File: config.mk
export PLATFORM = sky130hd
export DESIGN_NAME = tube_scan_ctrl
export DESIGN_NICKNAME = d
export VERILOG_FILES = /design/src/rtl/tube_scan_ctrl.sv
export SDC_FILE = /design/constraint.sdc
export NUM_CORES = 1
export LEC_CHECK = 0
export CAP_MARGIN = 15
export CORE_MARGIN = 3
export CORE_UTILIZATION = 55
export CTS_CLUSTER_DIAMETER = 120
export DETAILED_ROUTE_END_ITERATION = 8
export GPL_ROUTABILITY_DRIVEN = 0
export PLACE_DENSITY = 0.85
export SLEW_MARGIN = 20
export SYNTH_ARGS = -nofsm -noshare
export SYNTH_HDL_FRONTEND = slang
export SYNTH_SLANG_ARGS = --single-unit
export TNS_END_PERCENT = 50
File: constraint.sdc
create_clock -name i_clk -period 4.6 [get_ports i_clk]
set_input_delay 0.92 -clock i_clk [delete_from_list [all_inputs] [get_ports i_clk]]
set_output_delay 0.92 -clock i_clk [all_outputs]
set_load 0.02 [all_outputs]
File: src/rtl/tube_scan_ctrl.sv
// Multiplexed 7-segment scan controller: two 4-digit banks plus one single-digit tube,
// bus-written staging registers that are copied to the display only at frame boundaries.
module tube_scan_ctrl #(
  parameter int SCAN_DIV = 25000,
  parameter int BLANK    = 64
) (
  input  logic        i_clk,
  input  logic        i_reset,
  input  logic        i_we,
  input  logic [1:0]  i_addr,
  input  logic [31:0] i_wdata,
  output logic [31:0] o_rdata,
  output logic [7:0]  o_digital_tube0,
  output logic [3:0]  o_digital_tube_sel0,
  output logic [7:0]  o_digital_tube1,
  output logic [3:0]  o_digital_tube_sel1,
  output logic [7:0]  o_digital_tube2,
  output logic        o_digital_tube_sel2
);

  localparam int                CNT_W     = (SCAN_DIV > 1) ? $clog2(SCAN_DIV) : 1;
  localparam logic [CNT_W-1:0]  CNT_MAX   = CNT_W'(SCAN_DIV - 1);
  localparam logic [CNT_W-1:0]  BLANK_CNT = CNT_W'(BLANK);

  logic [31:0]      r_data;
  logic [3:0]       r_tube2;
  logic             r_enable;
  logic [31:0]      r_act_data;
  logic [3:0]       r_act_tube2;
  logic [CNT_W-1:0] r_cnt;
  logic [1:0]       r_idx;

  logic [3:0]       w_sel;
  logic [3:0]       w_low_digit;
  logic [3:0]       w_high_digit;
  logic             w_blank;

  function automatic logic [7:0] hexSeg(input logic [3:0] digit);
    logic [7:0] seg;
    case (digit)
      4'h0: seg = 8'hC0;
      4'h1: seg = 8'hF9;
      4'h2: seg = 8'hA4;
      4'h3: seg = 8'hB0;
      4'h4: seg = 8'h99;
      4'h5: seg = 8'h92;
      4'h6: seg = 8'h82;
      4'h7: seg = 8'hF8;
      4'h8: seg = 8'h80;
      4'h9: seg = 8'h90;
      4'hA: seg = 8'h88;
      4'hB: seg = 8'h83;
      4'hC: seg = 8'hC6;
      4'hD: seg = 8'hA1;
      4'hE: seg = 8'h86;
      default: seg = 8'h8E;
    endcase
    return seg;
  endfunction

  // Staging writes and the scan counter share one edge; the active copy takes the
  // pre-edge staging value, so a write on the boundary waits a whole frame.
  always_ff @(posedge i_clk) begin
    if (i_reset) begin
      r_data      <= '0;
      r_tube2     <= '0;
      r_enable    <= 1'b1;
      r_act_data  <= '0;
      r_act_tube2 <= '0;
      r_cnt       <= '0;
      r_idx       <= '0;
    end else begin
      if (i_we) begin
        case (i_addr)
          2'd0:    r_data   <= i_wdata;
          2'd1:    r_tube2  <= i_wdata[3:0];
          2'd2:    r_enable <= i_wdata[0];
          default: ;
        endcase
      end
      if (!r_enable) begin
        r_cnt <= '0;
        r_idx <= '0;
      end else if (r_cnt == CNT_MAX) begin
        r_cnt <= '0;
        r_idx <= r_idx + 2'd1;
        if (r_idx == 2'd3) begin
          r_act_data  <= r_data;
          r_act_tube2 <= r_tube2;
        end
      end else begin
        r_cnt <= r_cnt + 1'b1;
      end
    end
  end

  assign w_sel        = 4'b0001 << r_idx;
  assign w_low_digit  = r_act_data[{1'b0, r_idx, 2'b00} +: 4];
  assign w_high_digit = r_act_data[{1'b1, r_idx, 2'b00} +: 4];
  assign w_blank      = (r_cnt < BLANK_CNT);

  // Display drive depends only on registered state; the banks go dark at the start
  // of every slot so the previous digit does not ghost onto the new select.
  always_comb begin
    o_digital_tube_sel0 = 4'b0000;
    o_digital_tube_sel1 = 4'b0000;
    o_digital_tube_sel2 = 1'b0;
    o_digital_tube0     = 8'hFF;
    o_digital_tube1     = 8'hFF;
    o_digital_tube2     = 8'hFF;
    if (r_enable) begin
      o_digital_tube_sel0 = w_sel;
      o_digital_tube_sel1 = w_sel;
      o_digital_tube_sel2 = 1'b1;
      o_digital_tube2     = hexSeg(r_act_tube2);
      if (!w_blank) begin
        o_digital_tube0 = hexSeg(w_low_digit);
        o_digital_tube1 = hexSeg(w_high_digit);
      end
    end
  end

  always_comb begin
    o_rdata = 32'h0;
    case (i_addr)
      2'd0:    o_rdata = r_data;
      2'd1:    o_rdata = {28'h0, r_tube2};
      2'd2:    o_rdata = {31'h0, r_enable};
      default: o_rdata = 32'h0;
    endcase
  end

endmodule

## After elaboration in Yosys (flattened, before gate mapping)

Memories as Yosys holds them, arrays and structs flattened. A register that Yosys moved wholly into a read port is not among the register bits.
Index checks and enable logic that the tools add are counted.

| operators by class | value |
|---|---|
| add/subtract/negate cells | 2 |
| $mul | 0 |
| divide/modulo/power cells | 0 |
| order comparisons | 1 |
| equality and inequality tests | 4 |
| shift operators | 3 |
| mux-type cells | 10 |
| bitwise operators | 1 |
| reductions and logical operators | 7 |

Operators with widths:

| operator | count |
|---|---|
| $pmux W32 S3 | 1 |
| $mux W8 | 5 |
| $shiftx A32 B5 Y4 | 1 |
| $shiftx A32 B6 Y4 | 1 |
| $add A15 B1 Y15 const B | 1 |
| $eq A15 B15 Y1 const B | 1 |
| $lt A15 B7 Y1 const B | 1 |
| $mux W4 | 3 |
| $reduce_and A2 Y1 | 3 |
| $eq A2 B2 Y1 const B | 2 |
| $shl A1 B2 Y4 const A | 1 |
| $reduce_and A3 Y1 | 1 |
| $reduce_or A3 Y1 | 1 |
| $add A2 B1 Y2 const B | 1 |
| $eq A2 B1 Y1 const B | 1 |
| $logic_not A2 Y1 | 1 |
| $reduce_or A2 Y1 | 1 |
| $mux W1 | 1 |
| $not A1 Y1 | 1 |

| storage, ports and cells | value |
|---|---|
| flip-flop bits (word level) | 90 |
| latch bits | 0 |
| bits in writable memories | 0 |
| memory bits (read-only) | 336 |
| input port bits | 37 |
| output and inout port bits | 65 |
| logic and storage cells | 38 |
| memories | 3 |

Memories:

| memory | words | bits a word | rd ports | clocked after memory_dff | wr ports | line | source |
|---|---|---|---|---|---|---|---|
| (name not given) | 16 | 7 | 1 | 1 | 0 | 40 | `case (digit)` |
| (name not given) | 16 | 7 | 1 | 0 | 0 | 40 |  |
| (name not given) | 16 | 7 | 1 | 0 | 0 | 40 |  |

## Logic depth before layout (Yosys ltp)

| logic depth | value |
|---|---|
| word-level depth | 4 |
| gate-level depth with buffers | 11 |
| mapped depth without buffers | 10 |

## Least setup slack after synthesis

Ideal clock, no wire load.

| timing path | value |
|---|---|
| path kind | flip-flop to output port |
| start point | reg r_idx[0] |
| end point | out o_digital_tube0[3] |
| arrival | 2.167 ns |
| data required time | 3.680 ns |
| path slack | 1.513 ns |
| cell stages (with the launch flop) | 7 |
| buffers on the path | 1 |
| path through | dfxtp_1 > buf_2 > mux4_2 > inv_1 > ha_1 > mux4_2 > nand2_1 |

| between the ends | value |
|---|---|
| longest elaborated chain between the ends | 4 |

RTL lines:

| element | line | source |
|---|---|---|
| start, declared | 31 | `logic [1:0] r_idx;` |
| start signal, assigned | 86 | `r_idx <= r_idx + 2'd1;` |
| $shiftx A32 B5 Y4 | 98 | `assign w_low_digit = r_act_data[{1'b0, r_idx, 2'b00} +: 4];` |
| $mem_v2 Z16 W7 | n/a |  |
| $mux W8 | 116 | `if (!w_blank) begin` |
| $mux W8 | 111 | `if (r_enable) begin` |
| end, declared | 13 | `output logic [7:0] o_digital_tube0,` |

No other way between the ends.

## Final worst setup path

Ends and elaborated chain as after synthesis.

==> metrics.txt <==
# TYPE chip_impl_metric gauge
chip_impl_info{name="run_status",value="finished, final reports clean"} 1
chip_impl_metric{name="power_leakage",unit="uW"} 0.00219
chip_impl_metric{name="grt_remaining_overflow",unit=""} 0
chip_impl_metric{name="placement_stage_worst_setup_slack",unit="ns"} 0.714
chip_impl_metric{name="post-synth-top-area-fraction",unit="%"} 39.7
chip_impl_metric{name="tritonroute_pass_1_iters",unit=""} 4
chip_impl_metric{name="post_cts_resize_count",unit=""} 0
chip_impl_metric{name="relSlewSlack",unit="%"} 29.1
chip_impl_metric{name="final.period_utilization",unit="%"} 92.7
chip_impl_metric{name="via_total_after_detailed_routing",unit=""} 4298
chip_impl_info{name="critical_path.startpoint_type",value="register"} 1
chip_impl_metric{name="synth_seq_cells",unit=""} 97
chip_impl_info{name="synth.top_cells.by_area",value="sky130_fd_sc_hd__dfxtp_1 40%, sky130_fd_sc_hd__nand2_1 11%, sky130_fd_sc_hd__a21oi_1 7.6%"} 1
chip_impl_metric{name="power.ir.vdd_worst",unit="uV"} 175
chip_impl_metric{name="num_cts_buffers",unit=""} 9
chip_impl_metric{name="cts.sinks",unit=""} 97
chip_impl_metric{name="grt_start_max_net_pins",unit=""} 42
chip_impl_metric{name="fin_tns_setup",unit="ns"} 0
chip_impl_metric{name="initial_utilization",unit="%"} 58.0
chip_impl_metric{name="chipHeight",unit="um"} 100
chip_impl_metric{name="synth-simple-area-share",unit="%"} 25.1
chip_impl_metric{name="hold_viol_final",unit=""} 0
chip_impl_metric{name="timing_max_transition_violations_final",unit=""} 0
chip_impl_metric{name="detailedRoute.firstIterationViolations",unit=""} 295
chip_impl_metric{name="fmax",unit="GHz"} 0.235
chip_impl_metric{name="post_drt_via_cell_ratio",unit=""} 5.55
chip_impl_metric{name="drive_above_1_share",unit="%"} 5.98
chip_impl_metric{name="power.internal",unit="uW"} 1110
chip_impl_metric{name="finClkSkew",unit="ns"} 0.0143
chip_impl_metric{name="site_row_count",unit=""} 33
chip_impl_metric{name="fillCellCount",unit=""} 659
chip_impl_info{name="cts_tree",value="done"} 1
chip_impl_metric{name="largest_fanout_of_any_net_on_the_critical_path",unit=""} 11
chip_impl_metric{name="route.detailed.drc",unit=""} 0
chip_impl_metric{name="wl",unit="mm"} 11.6
chip_impl_metric{name="cts_hold_buffers",unit=""} 0
chip_impl_metric{name="syn_area_per_cell",unit="sq um"} 8.26
chip_impl_info{name="synth_most_common_cell",value="sky130_fd_sc_hd__nand2_1"} 1
chip_impl_info{name="timing.hold.worst.class",value="register to register"} 1
chip_impl_metric{name="area_delta_synth_final",unit="%"} 23.1
chip_impl_metric{name="core",unit="sq um"} 8420
chip_impl_metric{name="tightest_slew",unit="ns"} 1.06
chip_impl_metric{name="grt_first_pass_wirelength",unit="mm"} 18.8
chip_impl_info{name="cp_class",value="register to primary output"} 1
chip_impl_info{name="dominantRegCellSynth",value="sky130_fd_sc_hd__dfxtp_1"} 1
chip_impl_metric{name="synthMuxAreaShare",unit="%"} 8.60
chip_impl_metric{name="p_per_area",unit="nW/um^2"} 247
chip_impl_metric{name="netlist_instances",unit=""} 592
chip_impl_metric{name="setup_buffers_after_cts",unit=""} 0
chip_impl_metric{name="drv_cap",unit=""} 0
chip_impl_metric{name="worst_setup_hold_path_clk_slew",unit="ns"} 0.09
chip_impl_metric{name="clock_power_share",unit="%"} 33.9
chip_impl_metric{name="timing.final.ws_setup",unit="ns"} 0.337
chip_impl_metric{name="num_io_pins",unit=""} 102
chip_impl_metric{name="avgRoutedWirePerCell",unit="um"} 14.9
chip_impl_metric{name="p_sw_share",unit="%"} 25.2
chip_impl_metric{name="finalSetupViolCount",unit=""} 0
chip_impl_metric{name="yosysUniqueCellTypes",unit=""} 50
chip_impl_metric{name="synth_edf_count",unit=""} 0
chip_impl_metric{name="worstPathArrival",unit="ns"} 3.34
chip_impl_metric{name="sequentialPowerShare",unit="%"} 58.3
chip_impl_info{name="synthTopCellsByCount",value="147 x sky130_fd_sc_hd__nand2_1, 97 x sky130_fd_sc_hd__dfxtp_1, 74 x sky130_fd_sc_hd__a21oi_1"} 1
chip_impl_metric{name="final_antenna_net_count",unit=""} 0
chip_impl_metric{name="power_frac_comb",unit="%"} 7.8
chip_impl_metric{name="xor_xnor_fraction_of_synth_area",unit="%"} 2.33
chip_impl_metric{name="detailed_place.area",unit="sq um"} 5840
chip_impl_metric{name="htree_levels",unit=""} 3
chip_impl_metric{name="fraction_of_synthesis_flops_using_an_asynchronous_set_or_reset_pin",unit="%"} 0
chip_impl_metric{name="fin_util",unit="%"} 71.4
chip_impl_metric{name="synth.cell_area",unit="sq um"} 4890
chip_impl_metric{name="num_antenna_cells",unit=""} 0
chip_impl_metric{name="synth-seq-area-share",unit="%"} 39.7
chip_impl_metric{name="power.net_switching",unit="uW"} 375
chip_impl_info{name="grt_setup_unrepaired",value="false"} 1
chip_impl_metric{name="groute.usage.overall",unit="%"} 22.9
chip_impl_metric{name="clockBufferDepth",unit=""} 2
chip_impl_info{name="post-synth-top-area-cell",value="sky130_fd_sc_hd__dfxtp_1"} 1
chip_impl_metric{name="critical_path_required",unit="ns"} 3.68
chip_impl_info{name="main_combinational_cell_family_by_area_after_synthesis",value="simple AND/OR/NAND/NOR gates"} 1
chip_impl_metric{name="number_of_global_route_vias_before_repair",unit=""} 3966
chip_impl_metric{name="io_buffer_count",unit=""} 98
chip_impl_metric{name="post_synth_fa_ha_maj_area_fraction",unit="%"} 5.89
chip_impl_metric{name="synth_warnings",unit=""} 0
chip_impl_metric{name="synth_compound_gate_area_share",unit="%"} 12.7
chip_impl_metric{name="worst_skew_pair.late_latency",unit="ns"} 0.36
chip_impl_metric{name="p_total",unit="uW"} 1480
chip_impl_info{name="worstSetupEndpointType",value="primary output"} 1
chip_impl_metric{name="x_dimension_of_the_die",unit="um"} 100
chip_impl_metric{name="finish.instance_area",unit="sq um"} 6020
chip_impl_metric{name="num-nets-final",unit=""} 725
chip_impl_metric{name="final.min_clock_period",unit="ns"} 4.26
chip_impl_metric{name="grt_antenna_before_repair",unit=""} 0
chip_impl_metric{name="design.die.area",unit="sq um"} 10100
chip_impl_metric{name="post-dp-hpwl",unit="mm"} 8.38
chip_impl_info{name="cts-root-buf",value="sky130_fd_sc_hd__clkbuf_8"} 1
[stage by stage]
step | hold WS, ns | instances
finish | 0.454 | 774
global route | 0.471 | 774
CTS | 0.458 | 774
detailed placement | 0.445 | 759
global placement | 0.436 | 759
floorplan | 0.426 | 594
[worst max-delay path, stage by stage (launching register included)]
cell and delay [ns]:
sky130_fd_sc_hd__dfxtp_1 0.73, sky130_fd_sc_hd__mux4_2 0.65, sky130_fd_sc_hd__inv_1 0.15, sky130_fd_sc_hd__ha_1 0.21, sky130_fd_sc_hd__inv_1 0.09, sky130_fd_sc_hd__mux4_2 0.46, sky130_fd_sc_hd__nand2_1 0.08, sky130_fd_sc_hd__clkdlybuf4s50_1 0.61
[placed cells by master, fill, tap and decap left out, types with 9 or more instances in the layout]
cell,Yosys,routed
sky130_fd_sc_hd__nand2_1,147,147
sky130_fd_sc_hd__dfxtp_1,97,97
sky130_fd_sc_hd__clkdlybuf4s50_1,0,97
sky130_fd_sc_hd__a21oi_1,74,74
sky130_fd_sc_hd__and2_1,32,31
sky130_fd_sc_hd__nor2_1,30,30
sky130_fd_sc_hd__ha_1,23,23
sky130_fd_sc_hd__inv_1,21,21
sky130_fd_sc_hd__mux2i_1,17,17
sky130_fd_sc_hd__nand2b_1,13,13
sky130_fd_sc_hd__mux4_2,10,10
sky130_fd_sc_hd__clkbuf_8,0,9
[logic make-up after synthesis]
group / Yosys count
adder cells (fa/ha/maj): 23
multiplexers: 29
XOR/XNOR: 13
buffers and inverters: 63
other: 1
AO/OA/AOI/OAI: 106
flip-flops: 97
AND/OR/NAND/NOR: 260
[registers in the layout, indices dropped and copies added, names as in the netlist, named ones only]
signal and cells:
r_data 32, r_enable 1, r_tube2 4, r_act_data 32
r_cnt 15, r_idx 2, r_act_tube2 4
[worst paths after layout]
path / startpoint / endpoint / slack (ns) / cells after the start
setup reg to reg: r_idx[0] / register / 1.50 / 9
hold / removal: r_act_data[5] / r_act_data[5] / 0.45 / 2
hold reg to reg: r_act_data[5] / r_act_data[5] / 0.45 / 2
setup / recovery: r_idx[0] / o_digital_tube0[3] / 0.34 / 7
[power by group through the flow]
stage	Combinational [uW]	Clock, uW	Sequential, uW
2_1_floorplan	62.1	0	880
3_3_place_gp	113	0	885
3_5_place_dp	115	0	886
4_1_cts	116	512	866
5_1_grt	125	549	869
6_report	115	503	866
[routing by layer]
layer | vias to the layer above | track usage, % | routed length (um)
li1 | 2117 | - | -
met2 | 139 | 37.0 | 5580
met5 | - | 0 | 0
met1 | 2032 | 31.7 | 5240
met3 | 10 | 3.82 | 629
met4 | 0 | 6.32 | 117
[area by class of cell]
class | count | area [sq um] | share of cell area, %
clock inverters | 6 | 51.3 | 0.853
clock buffers | 9 | 124 | 2.06
flip-flops and latches | 97 | 1940 | 32.3
well taps | 105 | 131 | 2.18
inverters | 21 | 78.8 | 1.31
multi-input cells | 434 | 2680 | 44.6
repair buffers | 102 | 1010 | 16.7
No activity file was read; power rests on OpenSTA's default activity.
